===== src/rtl/pc_fetch_sequencer.sv =====
// Program-counter / instruction-fetch sequencer feeding Controller; one fetch in flight.
// Optional MISALIGN_TRAP_EN: a misaligned Jr target halts the sequencer instead of being word-aligned.
module pc_fetch_sequencer #(
    parameter logic [31:0] RESET_PC   = 32'h0000_0000,
    parameter int unsigned IM_TIMEOUT = 16
) (
    input  logic        clk,
    input  logic        rst,
    output logic        im_req,
    output logic [31:0] im_addr,
    input  logic        im_ready,
    input  logic [31:0] im_rdata,
    output logic [31:0] instr,
    output logic        instr_valid,
    output logic [31:0] pc,
    output logic [31:0] link_addr,
    input  logic        Branch,
    input  logic        Jump,
    input  logic        Jr,
    input  logic        br_cond,
    input  logic [31:0] rs_data,
    input  logic        stall,
    output logic        fetch_err,
    output logic        halted
);

    typedef enum logic [2:0] {
        S_IDLE,
        S_REQ,
        S_WAIT,
        S_EXEC,
        S_HALT
    } state_e;

    localparam logic [7:0] CNT_LAST = 8'(IM_TIMEOUT - 1);

    state_e      state_q, state_d;
    logic [31:0] pc_q, pc_d;
    logic [31:0] instr_q, instr_d;
    logic [7:0]  cnt_q, cnt_d;
    logic        err_q, err_d;

    logic [31:0] seq_pc;
    logic [31:0] br_off;
    logic        is_br;
    logic [31:0] next_pc;

    always_ff @(posedge clk) begin
        if (rst) begin
            state_q <= S_IDLE;
            pc_q    <= RESET_PC;
            instr_q <= '0;
            cnt_q   <= '0;
            err_q   <= 1'b0;
        end else begin
            state_q <= state_d;
            pc_q    <= pc_d;
            instr_q <= instr_d;
            cnt_q   <= cnt_d;
            err_q   <= err_d;
        end
    end

    // Branch alone is not enough: Controller also raises it for slt/slti.
    assign seq_pc = pc_q + 32'd4;
    assign br_off = {{14{instr_q[15]}}, instr_q[15:0], 2'b00};
    assign is_br  = (instr_q[31:26] == 6'b000100) || (instr_q[31:26] == 6'b000101);

    always_comb begin
        next_pc = seq_pc;
        if (Jr) begin
            next_pc = rs_data & 32'hFFFF_FFFC;
        end else if (Jump) begin
            next_pc = {seq_pc[31:28], instr_q[25:0], 2'b00};
        end else if (Branch && is_br && br_cond) begin
            next_pc = seq_pc + br_off;
        end
    end

    always_comb begin
        state_d = state_q;
        pc_d    = pc_q;
        instr_d = instr_q;
        cnt_d   = cnt_q;
        err_d   = err_q;
        case (state_q)
            S_IDLE: begin
                state_d = S_REQ;
            end
            S_REQ: begin
                cnt_d = '0;
                if (im_ready) begin
                    instr_d = im_rdata;
                    state_d = S_EXEC;
                end else begin
                    state_d = S_WAIT;
                end
            end
            S_WAIT: begin
                if (im_ready) begin
                    instr_d = im_rdata;
                    cnt_d   = '0;
                    state_d = S_EXEC;
                end else if (cnt_q == CNT_LAST) begin
                    cnt_d   = cnt_q + 8'd1;
                    err_d   = 1'b1;
                    state_d = S_HALT;
                end else begin
                    cnt_d = cnt_q + 8'd1;
                end
            end
            S_EXEC: begin
                if (!stall) begin
`ifdef MISALIGN_TRAP_EN
                    if (Jr && (rs_data[1:0] != 2'b00)) begin
                        state_d = S_HALT;
                    end else begin
                        pc_d    = next_pc;
                        state_d = S_REQ;
                    end
`else
                    pc_d    = next_pc;
                    state_d = S_REQ;
`endif
                end
            end
            S_HALT: begin
                state_d = S_HALT;
            end
            default: begin
                state_d = S_IDLE;
            end
        endcase
    end

    assign im_req      = (state_q == S_REQ) || (state_q == S_WAIT);
    assign im_addr     = pc_q;
    assign pc          = pc_q;
    assign link_addr   = seq_pc;
    assign instr       = instr_q;
    assign instr_valid = (state_q == S_EXEC);
    assign fetch_err   = err_q;
    assign halted      = (state_q == S_HALT);

endmodule


===== config.mk =====
export PLATFORM = sky130hd
export DESIGN_NAME = pc_fetch_sequencer
export DESIGN_NICKNAME = d
export VERILOG_FILES = /design/src/rtl/pc_fetch_sequencer.sv
export SDC_FILE = /design/constraint.sdc
export NUM_CORES = 1
export LEC_CHECK = 0
export BUFFER_PORTS_ARGS = -buffer_cell sky130_fd_sc_hd__buf_4
export CAP_MARGIN = 40
export CORE_MARGIN = 2
export CORE_UTILIZATION = 45
export CTS_CLUSTER_SIZE = 24
export DETAILED_ROUTE_END_ITERATION = 10
export GPL_ROUTABILITY_DRIVEN = 0
export PLACE_DENSITY = 0.75
export SYNTH_ARGS = -nofsm -noshare
export SYNTH_HDL_FRONTEND = slang
export SYNTH_SLANG_ARGS = --single-unit

===== constraint.sdc =====
create_clock -name clk -period 2.9 [get_ports clk]
set_input_delay 0.145 -clock clk [delete_from_list [all_inputs] [get_ports clk]]
set_output_delay 0.145 -clock clk [all_outputs]
set_load 0.1 [all_outputs]

==> flow_summary.rst <==
.. list-table::
   :header-rows: 1

   * - Metric
     - Value
   * - Worst hold margin
     - 0.0284 ns
   * - Number of buffers inserted by port buffering
     - 195
   * - Post-synthesis sequential area ratio
     - 0.243
   * - Fin crit period
     - 3.25 ns
   * - Remaining global-route overflow
     - 0
   * - Max-cap violation count
     - 0
   * - Per-cell routed wire length
     - 19.1 um
   * - 1st-iter DRT viols
     - 695
   * - Tot GR Track Use
     - 0.335
   * - Total negative slack
     - -3.40 ns
   * - VDD IR max
     - 0.436 mV
   * - Min-Delay Path Class
     - input port to flop
   * - Unique cell type count in the Yosys netlist
     - 68
   * - Number of global-route vias before repair
     - 7,297
   * - Post-synthesis average cell area
     - 7.29 um^2
   * - Number of search-and-repair iterations in the first detailed-routing pass
     - 5
   * - Pwr Total
     - 4.29 mW
   * - Worst clock skew
     - 0.00886 ns
   * - Arrival @ worst endpoint
     - 3.47 ns
   * - Area of the core region
     - 13,200 um^2
   * - Number of standard cells in the layout, taps in and fillers out
     - 1,313
   * - Effective utilization at floorplan
     - 0.460
   * - Die Span X
     - 120 um
   * - CTS tree
     - built
   * - Hold Violations, Final
     - 0
   * - Final setup fails
     - 17
   * - Share of layout cells above drive strength 1
     - 0.479
   * - Post-route ant nets
     - 0
   * - Maximum count of clock buffers along a single path
     - 2
   * - Setup CP Type
     - flop to flop
   * - Final core utilization
     - 0.761
   * - Leakage
     - 4.58 nW
   * - Post-detail-place hpwl
     - 17,500 um
   * - Data required, critical path
     - 3.12 ns
   * - Die Footprint
     - 14,500 um^2
   * - Clock transition at the registers of the reported paths
     - 0.07 ns
   * - Post-synthesis cell area
     - 6090 um^2
   * - Routed vias
     - 7,729
   * - Cells after DPL
     - 1,281
   * - Count of pins over their slew limit
     - 0
   * - Synth Register Bits
     - 74
   * - Fin crit share
     - 1.12
   * - Per-cell via count in the routed design
     - 5.89
   * - Worst skew pair latency
     - 0.36 ns
   * - Std-Cell Rows
     - 42
   * - Final #Nets
     - 1,242
   * - Clock tree root driver cell
     - sky130_fd_sc_hd__clkbuf_16
   * - Top post-synthesis cells by area
     - sky130_fd_sc_hd__dfxtp_1 (24%), sky130_fd_sc_hd__nand2_1 (7.9%), sky130_fd_sc_hd__ha_1 (7.6%)
   * - Most instantiated library cell after synthesis
     - sky130_fd_sc_hd__nand2_1
   * - Async set-reset flop share out of synthesis
     - 0
   * - Chip Height
     - 120 um
   * - Tightest slew margin relative to the limit
     - 0.596
   * - Number of clock buffers inserted by TritonCTS
     - 9
   * - Measured slew at the worst slew-check pin
     - 0.606 ns
   * - Share of the synthesized area in the top cell type
     - 0.243
   * - Synth Flop Type
     - sky130_fd_sc_hd__dfxtp_1
   * - Pwr Density
     - 426 nW/um^2
   * - Antenna violations before repair
     - 1
   * - Count of unresolved DRC violations after routing
     - 0
   * - Total of warnings raised by yosys
     - 0
   * - Area post-placement
     - 9150 um^2
   * - Diode count
     - 0
   * - Setup repair after global routing missed its margin
     - true
   * - Top cell types by occurrence after synthesis
     - sky130_fd_sc_hd__nand2_1 (128), sky130_fd_sc_hd__a21oi_1 (91), sky130_fd_sc_hd__dfxtp_1 (74)
   * - Cell type with the largest total area after synthesis
     - sky130_fd_sc_hd__dfxtp_1
   * - Startpoint kind of the worst setup timing path
     - flop
   * - Clock net sink count
     - 74
   * - Largest net degree at the start of global routing
     - 48
   * - Status
     - finished with violations
   * - Worst slack at placement
     - -0.404 ns
   * - Wire length of the first global-routing pass
     - 37,900 um
   * - P&R area growth vs syn
     - 65.5%
   * - Top-level port count
     - 204
   * - Violated checks
     - negative setup slack
   * - H-Tree Depth
     - 3
   * - Final design area excluding fillers
     - 10,100 um^2
   * - Quantity of hold-fixing buffers added after cts
     - 0
   * - Count of flip-flops with a built-in enable after synthesis
     - 0
   * - Highest net fanout along the worst path
     - 5
   * - Post-Syn Instances
     - 835
   * - Achievable Freq
     - 308 MHz
   * - Crit. End Element
     - flop
   * - Final Worst Setup Slack
     - -0.351 ns
   * - Detailed-route wire length
     - 25,100 um
path summary, 6_finish.rpt:
path | startpoint | end | slack, ns | cells after the start
setup / recovery | im_addr[4] | im_addr[29] | -0.35 | 14
hold / removal | im_rdata[6] | instr[6] | 0.03 | 3
setup reg to reg | im_addr[4] | im_addr[29] | -0.35 | 14
hold reg to reg | fetch_err | fetch_err | 0.46 | 2
power by group:
part | internal [mW] | switching (mW) | leakage [nW] | total, mW
Clock | 0.649 | 0.526 | 0.151 | 1.17
Combinational | 0.572 | 1.38 | 3.81 | 1.95
Sequential | 1.08 | 0.0825 | 0.616 | 1.16
sequential cells by signal, indices dropped and copies added (netlist names):
signal	count
state_q	3
instr	32
im_addr	30
fetch_err	1
cnt_q	8
worst max-delay path, stage by stage (launching register included):
cell                       delay [ns]
sky130_fd_sc_hd__dfxtp_4         0.34
sky130_fd_sc_hd__and4_4          0.27
sky130_fd_sc_hd__nand4_4         0.16
sky130_fd_sc_hd__nor4_4          0.32
sky130_fd_sc_hd__nand2_2         0.14
sky130_fd_sc_hd__xnor2_4         0.16
sky130_fd_sc_hd__ha_1            0.32
sky130_fd_sc_hd__a21o_1          0.20
sky130_fd_sc_hd__a21o_1          0.20
sky130_fd_sc_hd__a21oi_2         0.19
sky130_fd_sc_hd__o21ai_2         0.13
sky130_fd_sc_hd__a21oi_1         0.25
sky130_fd_sc_hd__o21ai_1         0.10
sky130_fd_sc_hd__a211oi_2        0.23
sky130_fd_sc_hd__o41ai_2         0.10
routing by layer:
metal,GRT usage,vias to the layer above,share of wire
li1,-,3572,-
met4,0.143,2,0.040
met5,0,-,0.00056
met1,0.428,3637,0.40
met3,0.0877,99,0.10
met2,0.533,419,0.46
kinds of logic after synthesis:
| group | Yosys count | share of synthesized area |
|---|---|---|
| buffers and inverters | 99 | 0.0839 |
| other | 1 | 0.000616 |
| and+or+nand+nor | 334 | 0.271 |
| DFF | 74 | 0.243 |
| xor gates and xnor gates | 43 | 0.0631 |
| muxes | 2 | 0.00329 |
| AOI/OAI and AO/OA | 244 | 0.255 |
| adders and majority gates | 38 | 0.0794 |
cell type report:
class | instances | area [um^2]
multi-input combinational | 667 | 5160
fill | 973 | 3170
timing repair buffer | 364 | 2780
sequential | 74 | 1540
clock buffer | 10 | 250
tap | 176 | 220
inverter | 16 | 60.1
clock inverter | 6 | 55.1
timing repair:
item,in CTS,in global routing
pin swaps,43,36
resized for setup,60,39
setup endpoints to repair,20,21
hold endpoints to repair,0,0
setup buffers,12,5
placed cells by master (no fill, tap or decap), types with 17 or more instances in the layout:
cell,count
sky130_fd_sc_hd__a21oi_1,75
sky130_fd_sc_hd__and3_1,19
sky130_fd_sc_hd__buf_4,353
sky130_fd_sc_hd__dfxtp_1,51
sky130_fd_sc_hd__ha_1,21
sky130_fd_sc_hd__nand2_1,125
sky130_fd_sc_hd__nand3_1,23
sky130_fd_sc_hd__nand4_1,17
sky130_fd_sc_hd__nor2_1,59
sky130_fd_sc_hd__o21ai_0,17
No activity file was read; power rests on OpenSTA's default activity.
